===== config.mk =====
export PLATFORM = sky130hd
export DESIGN_NAME = instr_fetch
export DESIGN_NICKNAME = d
export VERILOG_FILES = /design/src/rtl/instr_fetch.sv
export SDC_FILE = /design/constraint.sdc
export NUM_CORES = 1
export LEC_CHECK = 0
export CORE_MARGIN = 10
export CORE_UTILIZATION = 45
export DETAILED_ROUTE_END_ITERATION = 7
export PLACE_DENSITY = 0.67
export SLEW_MARGIN = 5
export SYNTH_ARGS = -nofsm -noshare
export SYNTH_HDL_FRONTEND = slang
export SYNTH_SLANG_ARGS = --single-unit

===== constraint.sdc =====
create_clock -name CLK -period 6.6 [get_ports CLK]
set_clock_uncertainty 0.2 [all_clocks]
set_input_delay 0.66 -clock CLK [delete_from_list [all_inputs] [get_ports CLK]]
set_output_delay 0.66 -clock CLK [all_outputs]
set_load 0.03 [all_outputs]

===== src/rtl/instr_fetch.sv =====
// Instruction fetcher: 16x32 program memory streamed to the control unit one word per cycle.
// Optional macro INSTR_FETCH_OPCHECK_EN enables illegal-opcode trapping (opcode > 8'h05) with a sticky err flag.
module instr_fetch (
  input  logic        CLK,
  input  logic        RESET,
  input  logic        wr_en,
  input  logic [3:0]  wr_addr,
  input  logic [31:0] wr_data,
  input  logic [4:0]  prog_len,
  input  logic        start,
  input  logic        stall,
  output logic [31:0] instruction,
  output logic        instr_valid,
  output logic [3:0]  pc,
  output logic        done,
  output logic        err
);

  typedef enum logic [1:0] {
    IDLE = 2'd0,
    RUN  = 2'd1,
    DONE = 2'd2
  } state_t;

  state_t      state_q, state_d;
  logic [31:0] instruction_q, instruction_d;
  logic        instr_valid_q, instr_valid_d;
  logic [3:0]  pc_q, pc_d;
  logic [3:0]  last_q, last_d;
  logic        done_q, done_d;

  logic [31:0] mem [16];
  logic [4:0]  eff_len;
  logic [4:0]  len_m1;
  logic [3:0]  fetch_addr;
  logic [31:0] fetch_word;
  logic        fetch_illegal;
  logic        issue;

  assign eff_len = (prog_len > 5'd16) ? 5'd16 : prog_len;
  assign len_m1  = eff_len - 5'd1;

  // The first issue of a run always reads address 0; afterwards the word following pc.
  assign fetch_addr = instr_valid_q ? (pc_q + 4'd1) : 4'd0;
  assign fetch_word = mem[fetch_addr];

  // Program memory is deliberately outside the reset domain so a reset keeps the program.
  always_ff @(posedge CLK) begin
    if (wr_en && (state_q == IDLE)) begin
      mem[wr_addr] <= wr_data;
    end
  end

  always_comb begin
    state_d       = state_q;
    instruction_d = instruction_q;
    instr_valid_d = instr_valid_q;
    pc_d          = pc_q;
    last_d        = last_q;
    done_d        = 1'b0;
    issue         = 1'b0;

    case (state_q)
      IDLE: begin
        if (start) begin
          if (eff_len == 5'd0) begin
            state_d = DONE;
            done_d  = 1'b1;
          end else begin
            state_d = RUN;
            last_d  = len_m1[3:0];
          end
        end
      end

      RUN: begin
        if (!instr_valid_q) begin
          issue = 1'b1;
        end else if (!stall) begin
          if (pc_q == last_q) begin
            state_d       = DONE;
            done_d        = 1'b1;
            instr_valid_d = 1'b0;
            instruction_d = 32'h0;
          end else begin
            issue = 1'b1;
          end
        end

        if (issue) begin
          if (fetch_illegal) begin
            // Trapped word is never presented; the run is abandoned without a done pulse.
            state_d       = IDLE;
            instr_valid_d = 1'b0;
            instruction_d = 32'h0;
          end else begin
            instruction_d = fetch_word;
            instr_valid_d = 1'b1;
            pc_d          = fetch_addr;
          end
        end
      end

      DONE: begin
        state_d = IDLE;
      end

      default: begin
        state_d = IDLE;
      end
    endcase
  end

  always_ff @(posedge CLK or posedge RESET) begin
    if (RESET) begin
      state_q       <= IDLE;
      instruction_q <= 32'h0;
      instr_valid_q <= 1'b0;
      pc_q          <= 4'd0;
      last_q        <= 4'd0;
      done_q        <= 1'b0;
    end else begin
      state_q       <= state_d;
      instruction_q <= instruction_d;
      instr_valid_q <= instr_valid_d;
      pc_q          <= pc_d;
      last_q        <= last_d;
      done_q        <= done_d;
    end
  end

`ifdef INSTR_FETCH_OPCHECK_EN
  logic err_q, err_d;

  assign fetch_illegal = (fetch_word[31:24] > 8'h05);

  always_comb begin
    err_d = err_q;
    if ((state_q == IDLE) && start) begin
      err_d = 1'b0;
    end else if ((state_q == RUN) && issue && fetch_illegal) begin
      err_d = 1'b1;
    end
  end

  always_ff @(posedge CLK or posedge RESET) begin
    if (RESET) begin
      err_q <= 1'b0;
    end else begin
      err_q <= err_d;
    end
  end

  assign err = err_q;
`else
  assign fetch_illegal = 1'b0;
  assign err           = 1'b0;
`endif

  assign instruction = instruction_q;
  assign instr_valid = instr_valid_q;
  assign pc          = pc_q;
  assign done        = done_q;

endmodule


==> impl_metrics.yaml <==
placement:
  dp.cells: 2077
  hpwl_um: 28900
  gp_congestion: 0.755
  numPortBuffers: 83
job:
  cap_viol_max_count: 0
detailed_routing:
  drtIter0Drc: 1288
  via_per_inst: 5.97
  firstDrtPassIters: 5
  totalWireLength_um: 55100
  avgRoutedWirePerCell_um: 25.2
  vias: 13000
  drc_errors: 0
  ant_nets: 0
cts:
  clockBufferDepth: 3
  cts.hold.buffers_added: 0
  cts_resized: 0
  cts.clk_slew.worst_paths_ns: 0.07
  cts_sinks: 556
  cts.htree.levels: 2
  post-cts-setup-buffer-count: 0
  cts_buffers: 55
  worst_skew_pair.late_latency_ns: 0.61
  tritoncts: "yes"
  cts-root-buf: "clkbuf_16"
worst_hold_path:
  hold_start: "state_q[1]"
  hp-class: "register to register"
cells_and_area:
  fillers: 3934
  layout.nets: 1518
  multi_input_area_um2: 5570
  fin_cells: 2182
  drive_gt1_share_pct: 10.3
  ff_latch_area_um2: 16500
  area_growth_pct: 14.5
sta:
  tightest_slew_ns: 1.23
  fin_setup_tns_ns: 0
  finalSetupViolations: 0
  finalCriticalPeriod_ns: 3.98
  hold_slack_ns: 0.289
  fmax_mhz: 251
  slew-limit-headroom_pct: 17.7
  finalHoldViolations: 0
  rsz0062_at_grt: "false"
  drv_slew: 0
  finalCritPeriodShare_pct: 60.3
global_route:
  grt_pass1_vias: 12800
  grt_usage_pct: 18.1
  grt_max_degree: 88
  grt_pass1_wl_um: 81600
  antenna_found_initial: 3
  grt_overflow_total: 0
worst_setup_path:
  cp.required_ns: 6.89
  criticalPathCategory: "register to register"
  critical_path_peak_fanout: 87
  critPathLaunchType: "register"
  cp.arrival_ns: 4.27
  cp-end-kind: "register"
  cp-startpoint: "pc[0]"
  crit-reg2reg-launch: "pc[0]"
synth:
  synth_fp_nets: 1445
  synth_warnings: 0
  yosysTopAreaCell: "edfxtp_1"
  synth_top_area_share_pct: 68.5
  yosys_register_bits: 556
  synthArstFlopShare_pct: 7.91
  synth_area_per_cell_um2: 16.1
  synth_edf_count: 512
  yosys-top-cells-area: "edfxtp_1 (68%), mux2i_1 (6.3%), dfrtp_1 (4.9%)"
  yosysSeqAreaShare_pct: 73.4
  synth.distinct_cells: 56
  synth_ff_type: "edfxtp_1"
  synth_area_um2: 22500
  synthCells: 1397
power_and_ir_drop:
  p_total_w: 0.0117
  ir_drop_uv: 303
  seqPwrFrac_pct: 36.3
  power_leakage_nw: 8.34
  pwr-share-clk_pct: 25.2
  p_switching_w: 0.00425
  p_comb_share_pct: 38.5
  intPower_w: 0.00748
  switching_share_pct: 36.2
  power_density_nw_per_um2: 456
die:
  start_util_pct: 45.7
  fp.coreArea_um2: 49200
  die_w_um: 243
  die_h_um: 243
  num_rows: 81
  pin_count: 85
  die_area_um2: 59200
outcome:
  outcome: "finished, final reports clean"
## cell type report
class / count / area share (%)
sequential: 556 / 64.1
inverter: 3 / 0.0438
antenna: 1 / 0.00973
clock inverter: 19 / 0.496
multi-input combinational: 735 / 21.7
timing repair buffer: 119 / 4.28
tap: 664 / 3.23
clock buffer: 85 / 6.18
## registers in the layout, indices dropped and copies added (netlist names)
name,flops
done,1
mem,512
instr_valid,1
state_q,2
last_q,4
pc,4
instruction,32
## metal layers
layer  share of wire (%)  GRT usage, %  routed length [um]
met1                  42          24.7               23200
met2                  47          28.5               25900
met4                 2.0          5.26                1100
met3                 8.7          4.26                4780
met5               0.058             0                  32
## cells by family after synthesis
group / count (synthesis) / synth area share, %
simple gates: 262 / 5.64
xor+xnor: 7 / 0.306
compound gates: 317 / 11.3
other cells: 1 / 0.0167
mux: 146 / 6.64
buf+inv: 106 / 2.57
flops: 556 / 73.4
fa+ha+maj: 2 / 0.111
## power by group through the flow
stage	Sequential [W]	Clock, W	Combinational, W
3_3_place_gp	0.00433	0	0.00443
2_1_floorplan	0.00440	0	0.00313
5_1_grt	0.00428	0.00315	0.00485
3_5_place_dp	0.00433	0	0.00451
6_report	0.00425	0.00296	0.00452
4_1_cts	0.00426	0.00300	0.00453
## path summary, 6_finish.rpt
kind                                   end  slack [ns]  cells after the start
setup / recovery           instruction[22]        2.62                      6
hold / removal                        done        0.29                      1
setup reg to reg           instruction[22]        2.62                      6
hold reg to reg                       done        0.29                      1
max in group asynchronous      instr_valid        5.14                      3
min in group asynchronous        last_q[2]        0.44                      3
## cell usage in the layout, fill, tap and decap left out, types with 31 or more instances in the layout
| master | count |
|---|---|
| o21ai_0 | 39 |
| nand3b_1 | 31 |
| o22ai_1 | 32 |
| dfrtp_1 | 42 |
| clkdlybuf4s50_1 | 83 |
| buf_4 | 36 |
| edfxtp_1 | 512 |
| a221o_1 | 58 |
| a21oi_1 | 35 |
| a32o_1 | 32 |
| nor2_1 | 69 |
| nor2b_1 | 33 |
| nand2_1 | 83 |
| mux2i_1 | 141 |
| clkbuf_16 | 56 |
## cell usage after synthesis, types with 2 or more instances
cell and n:
a211oi_1 7, a21oi_1 35, a221o_1 58, a2bb2oi_1 6, a31oi_1 2, a32o_1 32
and2_1 3, and3_1 6, buf_1 2, buf_2 50, buf_4 21, buf_6 5
clkbuf_1 25, dfrtp_1 44, edfxtp_1 512, ha_1 2, inv_1 3, mux2_2 3
mux2i_1 141, mux4_2 2, nand2_1 83, nand2_2 2, nand2b_1 7, nand3_1 3
nand3b_1 31, nor2_1 81, nor2b_1 34, nor3_1 6, o2111ai_1 30, o211ai_1 30
o21ai_0 39, o21ai_1 3, o221ai_1 23, o221ai_2 7, o22ai_1 32, o32ai_4 2
xnor2_1 6
## critical path, stage by stage (launching register included)
cell      delay [ns]
dfrtp_4         0.75
ha_4            0.72
buf_4           0.92
mux4_2          0.63
nand3_1         0.10
o211ai_1        0.10
a32o_1          0.30
## through the flow
step	util [%]	setup WS, ns	instance area [um^2]
after floorplan	-	2.64	22500
after CTS	52.3	2.63	25700
after global routing	52.3	2.48	25700
final	52.3	2.62	25700
after global placement	48.8	2.66	24000
after detailed placement	48.8	2.64	24000
Note: power is estimated with default switching activity, not from simulation.
